**src/rtl/dma_desc_pkg.sv**
```systemverilog
// rtl/dma_desc_pkg.sv - shared types and register map for the DMA descriptor loader
package dma_desc_pkg;

   localparam int DESC_DATA_W = 32;

   localparam int unsigned REG_CTRL = 0;
   localparam int unsigned REG_SRC  = 1;
   localparam int unsigned REG_DST  = 2;
   localparam int unsigned REG_LEN  = 3;

   localparam int CTRL_START_BIT  = 0;
   localparam int CTRL_ENABLE_BIT = 1;

   typedef enum logic [2:0] {
      ST_IDLE,
      ST_RD_CTRL,
      ST_CHK,
      ST_FETCH,
      ST_ISSUE,
      ST_WAIT_DONE,
      ST_DONE
   } state_t;

   typedef struct packed {
      logic [DESC_DATA_W-1:0] src;
      logic [DESC_DATA_W-1:0] dst;
      logic [DESC_DATA_W-1:0] len;
   } desc_t;

   // Register read during each issue cycle of the fetch sequence.
   function automatic int unsigned fetch_offset(input logic [1:0] cnt);
      case (cnt)
         2'd0:    return REG_SRC;
         2'd1:    return REG_DST;
         default: return REG_LEN;
      endcase
   endfunction

endpackage

```
**src/rtl/dma_poll_timer.sv**
```systemverilog
// rtl/dma_poll_timer.sv - loadable down-counter pacing control-register polls
module dma_poll_timer #(
   parameter int unsigned INTERVAL = 4
) (
   input  logic clk,
   input  logic reset,
   input  logic load,
   input  logic en,
   output logic tc
);

   localparam int unsigned CW = (INTERVAL > 1) ? $clog2(INTERVAL) : 1;
   localparam logic [CW-1:0] LOAD_VAL = CW'(INTERVAL - 1);

   logic [CW-1:0] count;

   // Reset counts as an IDLE entry, so the first poll waits a full interval.
   always_ff @(posedge clk or posedge reset) begin
      if (reset) begin
         count <= LOAD_VAL;
      end else if (load) begin
         count <= LOAD_VAL;
      end else if (en && (count != '0)) begin
         count <= count - CW'(1);
      end
   end

   assign tc = (count == '0);

endmodule

```
**src/rtl/dma_desc_loader.sv**
```systemverilog
// rtl/dma_desc_loader.sv - polls CTRL, fetches and validates one descriptor; DMA_DESC_ALIGN_CHECK_EN adds alignment rejection
module dma_desc_loader #(
   parameter int DATA_WIDTH    = 32,
   parameter int ADDR_WIDTH    = 8,
   parameter int POLL_INTERVAL = 4
) (
   input  logic                  clk,
   input  logic                  reset,
   output logic                  rf_rd_en,
   output logic [ADDR_WIDTH-1:0] rf_rd_addr,
   input  logic [DATA_WIDTH-1:0] rf_rd_data,
   output logic                  desc_valid,
   input  logic                  desc_ready,
   output logic [DATA_WIDTH-1:0] desc_src,
   output logic [DATA_WIDTH-1:0] desc_dst,
   output logic [DATA_WIDTH-1:0] desc_len,
   input  logic                  eng_done,
   output logic                  busy,
   output logic                  done_pulse,
   output logic                  err
);

   import dma_desc_pkg::*;

   state_t     state;
   state_t     next_state;
   logic [1:0] fetch_cnt;
   logic       start_prev;
   logic       err_q;
   desc_t      desc_q;
   logic       poll_tc;
   logic       poll_load;
   logic       ctrl_fire;
   logic       desc_bad;

   dma_poll_timer #(
      .INTERVAL (POLL_INTERVAL)
   ) u_poll_timer (
      .clk   (clk),
      .reset (reset),
      .load  (poll_load),
      .en    (state == ST_IDLE),
      .tc    (poll_tc)
   );

   assign poll_load = (state != ST_IDLE) && (next_state == ST_IDLE);

   // A start fires only on a 0->1 transition seen across two CTRL polls.
   assign ctrl_fire = rf_rd_data[CTRL_START_BIT] && !start_prev &&
                      rf_rd_data[CTRL_ENABLE_BIT];

   // LEN is still on rf_rd_data in the last fetch cycle; SRC/DST are already captured.
   always_comb begin
      desc_bad = (rf_rd_data == '0);
`ifdef DMA_DESC_ALIGN_CHECK_EN
      desc_bad = desc_bad ||
                 (|desc_q.src[$clog2(DATA_WIDTH/8)-1:0]) ||
                 (|desc_q.dst[$clog2(DATA_WIDTH/8)-1:0]) ||
                 (|rf_rd_data[$clog2(DATA_WIDTH/8)-1:0]);
`endif
   end

   always_ff @(posedge clk or posedge reset) begin
      if (reset) begin
         state <= ST_IDLE;
      end else begin
         state <= next_state;
      end
   end

   always_comb begin
      next_state = state;
      case (state)
         ST_IDLE:      if (poll_tc) next_state = ST_RD_CTRL;
         ST_RD_CTRL:   next_state = ST_CHK;
         ST_CHK:       next_state = ctrl_fire ? ST_FETCH : ST_IDLE;
         ST_FETCH:     if (fetch_cnt == 2'd3) next_state = desc_bad ? ST_IDLE : ST_ISSUE;
         ST_ISSUE:     if (desc_ready) next_state = ST_WAIT_DONE;
         ST_WAIT_DONE: if (eng_done) next_state = ST_DONE;
         ST_DONE:      next_state = ST_IDLE;
         default:      next_state = ST_IDLE;
      endcase
   end

   always_comb begin
      rf_rd_en   = 1'b0;
      rf_rd_addr = '0;
      desc_valid = 1'b0;
      busy       = 1'b0;
      done_pulse = 1'b0;
      case (state)
         ST_RD_CTRL: begin
            rf_rd_en   = 1'b1;
            rf_rd_addr = ADDR_WIDTH'(REG_CTRL);
         end
         ST_FETCH: begin
            if (fetch_cnt != 2'd3) begin
               rf_rd_en   = 1'b1;
               rf_rd_addr = ADDR_WIDTH'(fetch_offset(fetch_cnt));
            end
         end
         ST_ISSUE: begin
            desc_valid = 1'b1;
            busy       = 1'b1;
         end
         ST_WAIT_DONE: busy       = 1'b1;
         ST_DONE:      done_pulse = 1'b1;
         default: ;
      endcase
   end

   always_ff @(posedge clk or posedge reset) begin
      if (reset) begin
         fetch_cnt  <= 2'd0;
         start_prev <= 1'b1;
         err_q      <= 1'b0;
         desc_q     <= '0;
      end else begin
         if (state == ST_CHK) begin
            start_prev <= rf_rd_data[CTRL_START_BIT];
            if (ctrl_fire) begin
               err_q <= 1'b0;
            end
         end
         if (state == ST_FETCH) begin
            fetch_cnt <= fetch_cnt + 2'd1;
            case (fetch_cnt)
               2'd1:    desc_q.src <= rf_rd_data;
               2'd2:    desc_q.dst <= rf_rd_data;
               2'd3:    desc_q.len <= rf_rd_data;
               default: ;
            endcase
            if ((fetch_cnt == 2'd3) && desc_bad) begin
               err_q <= 1'b1;
            end
         end else begin
            fetch_cnt <= 2'd0;
         end
      end
   end

   assign desc_src = desc_q.src;
   assign desc_dst = desc_q.dst;
   assign desc_len = desc_q.len;
   assign err      = err_q;

endmodule

```
**config.mk**
```make
export PLATFORM = sky130hd
export DESIGN_NAME = dma_desc_loader
export DESIGN_NICKNAME = d
export VERILOG_FILES = /design/src/rtl/dma_desc_pkg.sv /design/src/rtl/dma_poll_timer.sv /design/src/rtl/dma_desc_loader.sv
export SDC_FILE = /design/constraint.sdc
export NUM_CORES = 1
export LEC_CHECK = 0
export ABC_AREA = 1
export BUFFER_PORTS_ARGS = -buffer_cell sky130_fd_sc_hd__buf_4
export CORE_ASPECT_RATIO = 0.6
export CORE_MARGIN = 4
export CORE_UTILIZATION = 54
export DETAILED_ROUTE_END_ITERATION = 8
export GPL_TIMING_DRIVEN = 0
export PLACE_DENSITY = 0.86
export SYNTH_ARGS = -nofsm -noshare
export SYNTH_HDL_FRONTEND = slang
export SYNTH_SLANG_ARGS = --single-unit
export TNS_END_PERCENT = 20
```
**constraint.sdc**
```tcl
create_clock -name clk -period 7.5 [get_ports clk]
set_input_delay 0.375 -clock clk [delete_from_list [all_inputs] [get_ports clk]]
set_output_delay 0.375 -clock clk [all_outputs]
set_load 0.01 [all_outputs]
```
# After elaboration in Yosys (flattened, before gate mapping)
# Index checks and enable logic that the tools add are counted.
[word_totals]
regBits = 105
latch_bits = 0
ramBits = 0
mem_bits_ro = 0
in_bits = 36
output_inout_bits = 109
elab_cells = 60
mem_count = 0
[op_classes]
addsub = 2
multipliers = 0
div_mod_pow = 0
n_lt_le_gt_ge = 0
n_eq_ne = 10
shifts = 0
n_mux = 22
n_bitwise = 0
n_reduce_logical = 18
[ops]
columns = ["cell", "n"]
rows = [
  ["32-bit zero test", 1],
  ["3-bit one-hot mux with 6 select lines", 1],
  ["3-bit two-way mux", 5],
  ["2-bit two-way mux", 6],
  ["3-bit equality test (second input constant)", 3],
  ["1-bit two-way mux", 8],
  ["3-bit by 2-bit equality test with 1-bit output (second input constant)", 2],
  ["3-bit zero test", 2],
  ["2-bit AND reduction", 3],
  ["1-bit logical AND", 5],
  ["2-bit equality test (second input constant)", 2],
  ["2-bit zero test", 2],
  ["2-bit one-hot mux with 2 select lines", 1],
  ["2-bit nonzero test", 2],
  ["3-bit by 1-bit equality test with 1-bit output (second input constant)", 1],
  ["3-bit nonzero test", 1],
  ["2-bit by 1-bit adder with 2-bit output (second input constant)", 1],
  ["2-bit by 1-bit equality test with 1-bit output (second input constant)", 1],
  ["2-bit != test (second input constant)", 1],
  ["1-bit one-hot mux with 2 select lines", 1],
  ["2-bit OR reduction", 1],
  ["2-bit by 1-bit subtractor with 2-bit output (second input constant)", 1],
  ["1-bit zero test", 1],
]

# Longest topological paths before layout
[logic_depth]
word_depth = 8
depth_mapped = 8

# By module
# Synthesis repeated with hierarchy kept, for this count alone.
[hier_totals]
cells_unflattened = 446
hier_area_um2 = 4540.6
[by_module_without_submodules]
columns = ["module", "n_inst", "cells_per_inst", "area_each_um2", "seq_area_each_um2"]
rows = [
  ["dma_desc_loader", 1, 430, 4421.7, 2578.7],
  ["dma_poll_timer", 1, 16, 118.9, 52.6],
]

# Worst setup path before layout
# No wires, ideal clock.
[synth_path]
path_kind = "register to output"
start = "register state[2]"
end = "output rf_rd_addr[0]"
t_arrival_ns = 1.009
required_time_ns = 7.125
setup_slack_ns = 6.116
stages_incl_launch_ff = 6
n_path_buf = 0
path_cell_list = "dfrtp_1 > inv_2 > nand3_2 > nor2_1 > inv_1 > nor2_1"
[synth_via]
elab_chain_len = 2
[synth_lines]
columns = ["item", "line", "text"]
rows = [
  ["start: declaration", "dma_desc_loader.sv:25", "state_t state;"],
  ["start signal: assignment", "dma_desc_loader.sv:67", "state <= next_state;"],
  ["3-bit by 2-bit equality test with 1-bit output", "dma_desc_loader.sv:91", "case (state)"],
  ["2-bit two-way mux", "dma_desc_loader.sv:91", ""],
  ["end: declaration", "dma_desc_loader.sv:10", "output logic [ADDR_WIDTH-1:0] rf_rd_addr,"],
]
# Every way passes these cells.

# Final worst setup path
# Ends and elaborated chain as after synthesis.

==> impl_metrics.yaml <==
synthesis:
  synth_flop_cell: "dfrtp_1"
  synth_common_cells: "113 x nand2_1, 102 x dfrtp_1, 72 x o21ai_0"
  synth.most_common_cell: "nand2_1"
  synth_top_area_share: 0.5958
  synth.cell_area_um2: 4284
  yosys.area.top_type: "dfrtp_1"
  ys_ff_latch: 105
  yosys_warnings: 0
  synthTopCellsByArea: "dfrtp_1 60%, nand2_1 9.9%, o21ai_0 8.4%"
  synth_cell_types: 26
  synth-seq-area-share: 0.6142
  synth_edf_count: 0
  syn_inst: 444
  synth.avg_cell_area_um2: 9.649
  async_flop_share: 1.000
worst_setup_path:
  critPathCapture: "rf_rd_addr[0]"
  worst_ep_arrival_time_ns: 1.51
  critPathKind: "register to primary output"
  worst-path-max-fanout: 6
  timing.rr.start: "fetch_cnt[0]"
  reg2regPathDepth: 6
  end_kind: "primary output"
  cp-start-kind: "register"
  r2r_setup_slack_ns: 5.93
  cp-startpoint: "state[2]"
  r2r_end: "desc_len[28]"
  required_ns: 7.12
clock_tree:
  cts_buffer_depth: 2
  cts_root_buffer: "clkbuf_16"
  cts_tree: "built"
  cts_sinks: 105
  numCtsBuffers: 9
  htreeDepth: 3
  clk-insertion-delay-late_ns: 0.35
  cts_setup_buffers: 0
  clk_pin_slew_worst_paths_ns: 0.06
  post_cts_resized: 0
  cts_hold_buffers: 0
placed_design:
  io_buffers: 138
  hpwl_mm: 8.559
  place_congestion: 0.8251
routing:
  finalWirelength_mm: 11.75
  dr.pass1.iters: 4
  drt_iter0_markers: 321
  ant_nets: 0
  vias_per_cell: 5.171
  via_count: 3656
  post_drt_wl_per_cell_um: 16.62
  drc: 0
timing:
  post-route-min-period_ns: 1.882
  finalHoldViolCount: 0
  rsz0062_at_grt: "false"
  setup_viol: 0
  fmax_mhz: 531.5
  fin_crit_sh: 0.2509
  clock_skew_ns: 0.006602
  slew_violations: 0
  setup_tns_ns: 0
layout:
  drive_gt1_frac: 0.3532
  n_antenna_cell: 0
  fin_nets: 639
  syn_to_final_growth_pct: 35.60
power_and_ir_drop:
  netSwitchingFraction: 0.2546
  p_comb_frac: 0.155
  p_leak_nw: 3.047
  vdd_drop_max_mv: 0.1401
  power_w: 0.001344
  clkPwrFrac: 0.364
  power_density_nw_per_um2: 231.3
  seqPwrFrac: 0.481
  p_sw_w: 0.0003422
  internal_power_w: 0.001002
run_status:
  outcome: "finished clean"
floorplanning:
  dieHeight_um: 77.00
  row_count: 24
  fp.dieW_um: 123.0
  dieArea_um2: 9470
  initial_core_util: 0.5730
  core_um2: 7477
  ios: 145
job:
  cap_violations: 0
grt:
  grt_usage: 0.2626
  grt_start_max_net_pins: 76
  antenna_found_initial: 0
  first_global_vias: 3754
  grt.overflow.total: 0
  grt_pass1_wl_mm: 19.09
min_path:
  min_path_type: "input port to async pin"
-- layout by cell type, fill, tap and decap left out, drive strengths merged, types with 3 or more instances in the layout --
master and instances:
buf 157, clkbuf 17, conb 6, dfrtp 102, dfstp 3, ha 4
inv 48, nand2 115, nand3 9, nor2 31, o21ai 99
-- power by group through the flow --
stage | registers (W) | clock network, W | logic (W)
after floorplan | 0.000662 | 0 | 0.000102
after global placement | 0.000653 | 0 | 0.000198
after detailed placement | 0.000654 | 0 | 0.000211
after CTS | 0.000645 | 0.000499 | 0.000211
after global routing | 0.000650 | 0.000526 | 0.000237
final | 0.000646 | 0.000489 | 0.000208
-- layout make-up --
| type | count | area, um2 |
|---|---|---|
| sequential | 105 | 2631 |
| fill | 524 | 1668 |
| multi-input combinational | 271 | 1315 |
| timing repair buffer | 139 | 1064 |
| clock buffer | 10 | 229.0 |
| inverter | 48 | 182.7 |
| buffer | 25 | 176.4 |
| tap | 104 | 130.1 |
| clock inverter | 5 | 81.33 |
-- sequential cells by signal, summed over array words and instances (netlist names) --
name                cells
desc_dst               32
desc_len               32
desc_src               32
err                     1
fetch_cnt               2
start_prev              1
state                   3
u_poll_timer.count      2
-- per-stage QoR --
step / hold WS (ns) / cell area (um2) / instances / setup slack (ns) / utilization
finish: 0.03263 / 5809 / 707 / 5.618 / 0.7769
global route: 0.04480 / 5809 / 707 / 5.461 / 0.7769
CTS: 0.03013 / 5809 / 707 / 5.598 / 0.7769
detailed placement: 0.4008 / 5499 / 692 / 5.929 / 0.7354
global placement: 0.4675 / 5469 / 691 / 3.320 / 0.7314
floorplan: 0.4580 / 4303 / 449 / 4.369 / -
-- worst min-delay path by stage --
stage / end / slack (ns) / depth (start not counted)
global route: desc_len[11] / 0.04 / 2
finish: desc_dst[19] / 0.03 / 2
floorplan: fetch_cnt[0] / 0.46 / 1
global placement: desc_dst[28] / 0.47 / 2
detailed placement: desc_dst[19] / 0.40 / 2
CTS: desc_dst[19] / 0.03 / 2
-- cells by family (layout without fill, tap and decap cells) --
| family | count (synthesis) | in the layout | share of synthesized area |
|---|---|---|---|
| and+or+nand+nor | 159 | 159 | 0.1492 |
| DFF | 105 | 105 | 0.6142 |
| AOI/OAI and AO/OA | 100 | 100 | 0.1361 |
| buffers and inverters | 73 | 227 | 0.08323 |
| adders and majority gates | 4 | 4 | 0.01168 |
| other | 1 | 6 | 0.0008753 |
| xor gates and xnor gates | 1 | 1 | 0.002045 |
| muxes | 1 | 1 | 0.002628 |
-- critical path, stage by stage, from the launching register on --
cell and delay, ns:
dfrtp_1 0.43, inv_2 0.13, nand3_2 0.13, nor2_1 0.18, inv_1 0.08, nor2_1 0.09, buf_4 0.12
-- routing by layer --
layer / vias up / track usage / part of all wire
met2: 175 / 0.4098 / 0.46
met1: 1765 / 0.3491 / 0.42
met5: - / 0 / 0
met4: 0 / 0.07072 / 0.013
li1: 1702 / - / -
met3: 14 / 0.09559 / 0.10
(Power assumes the default switching activity.)
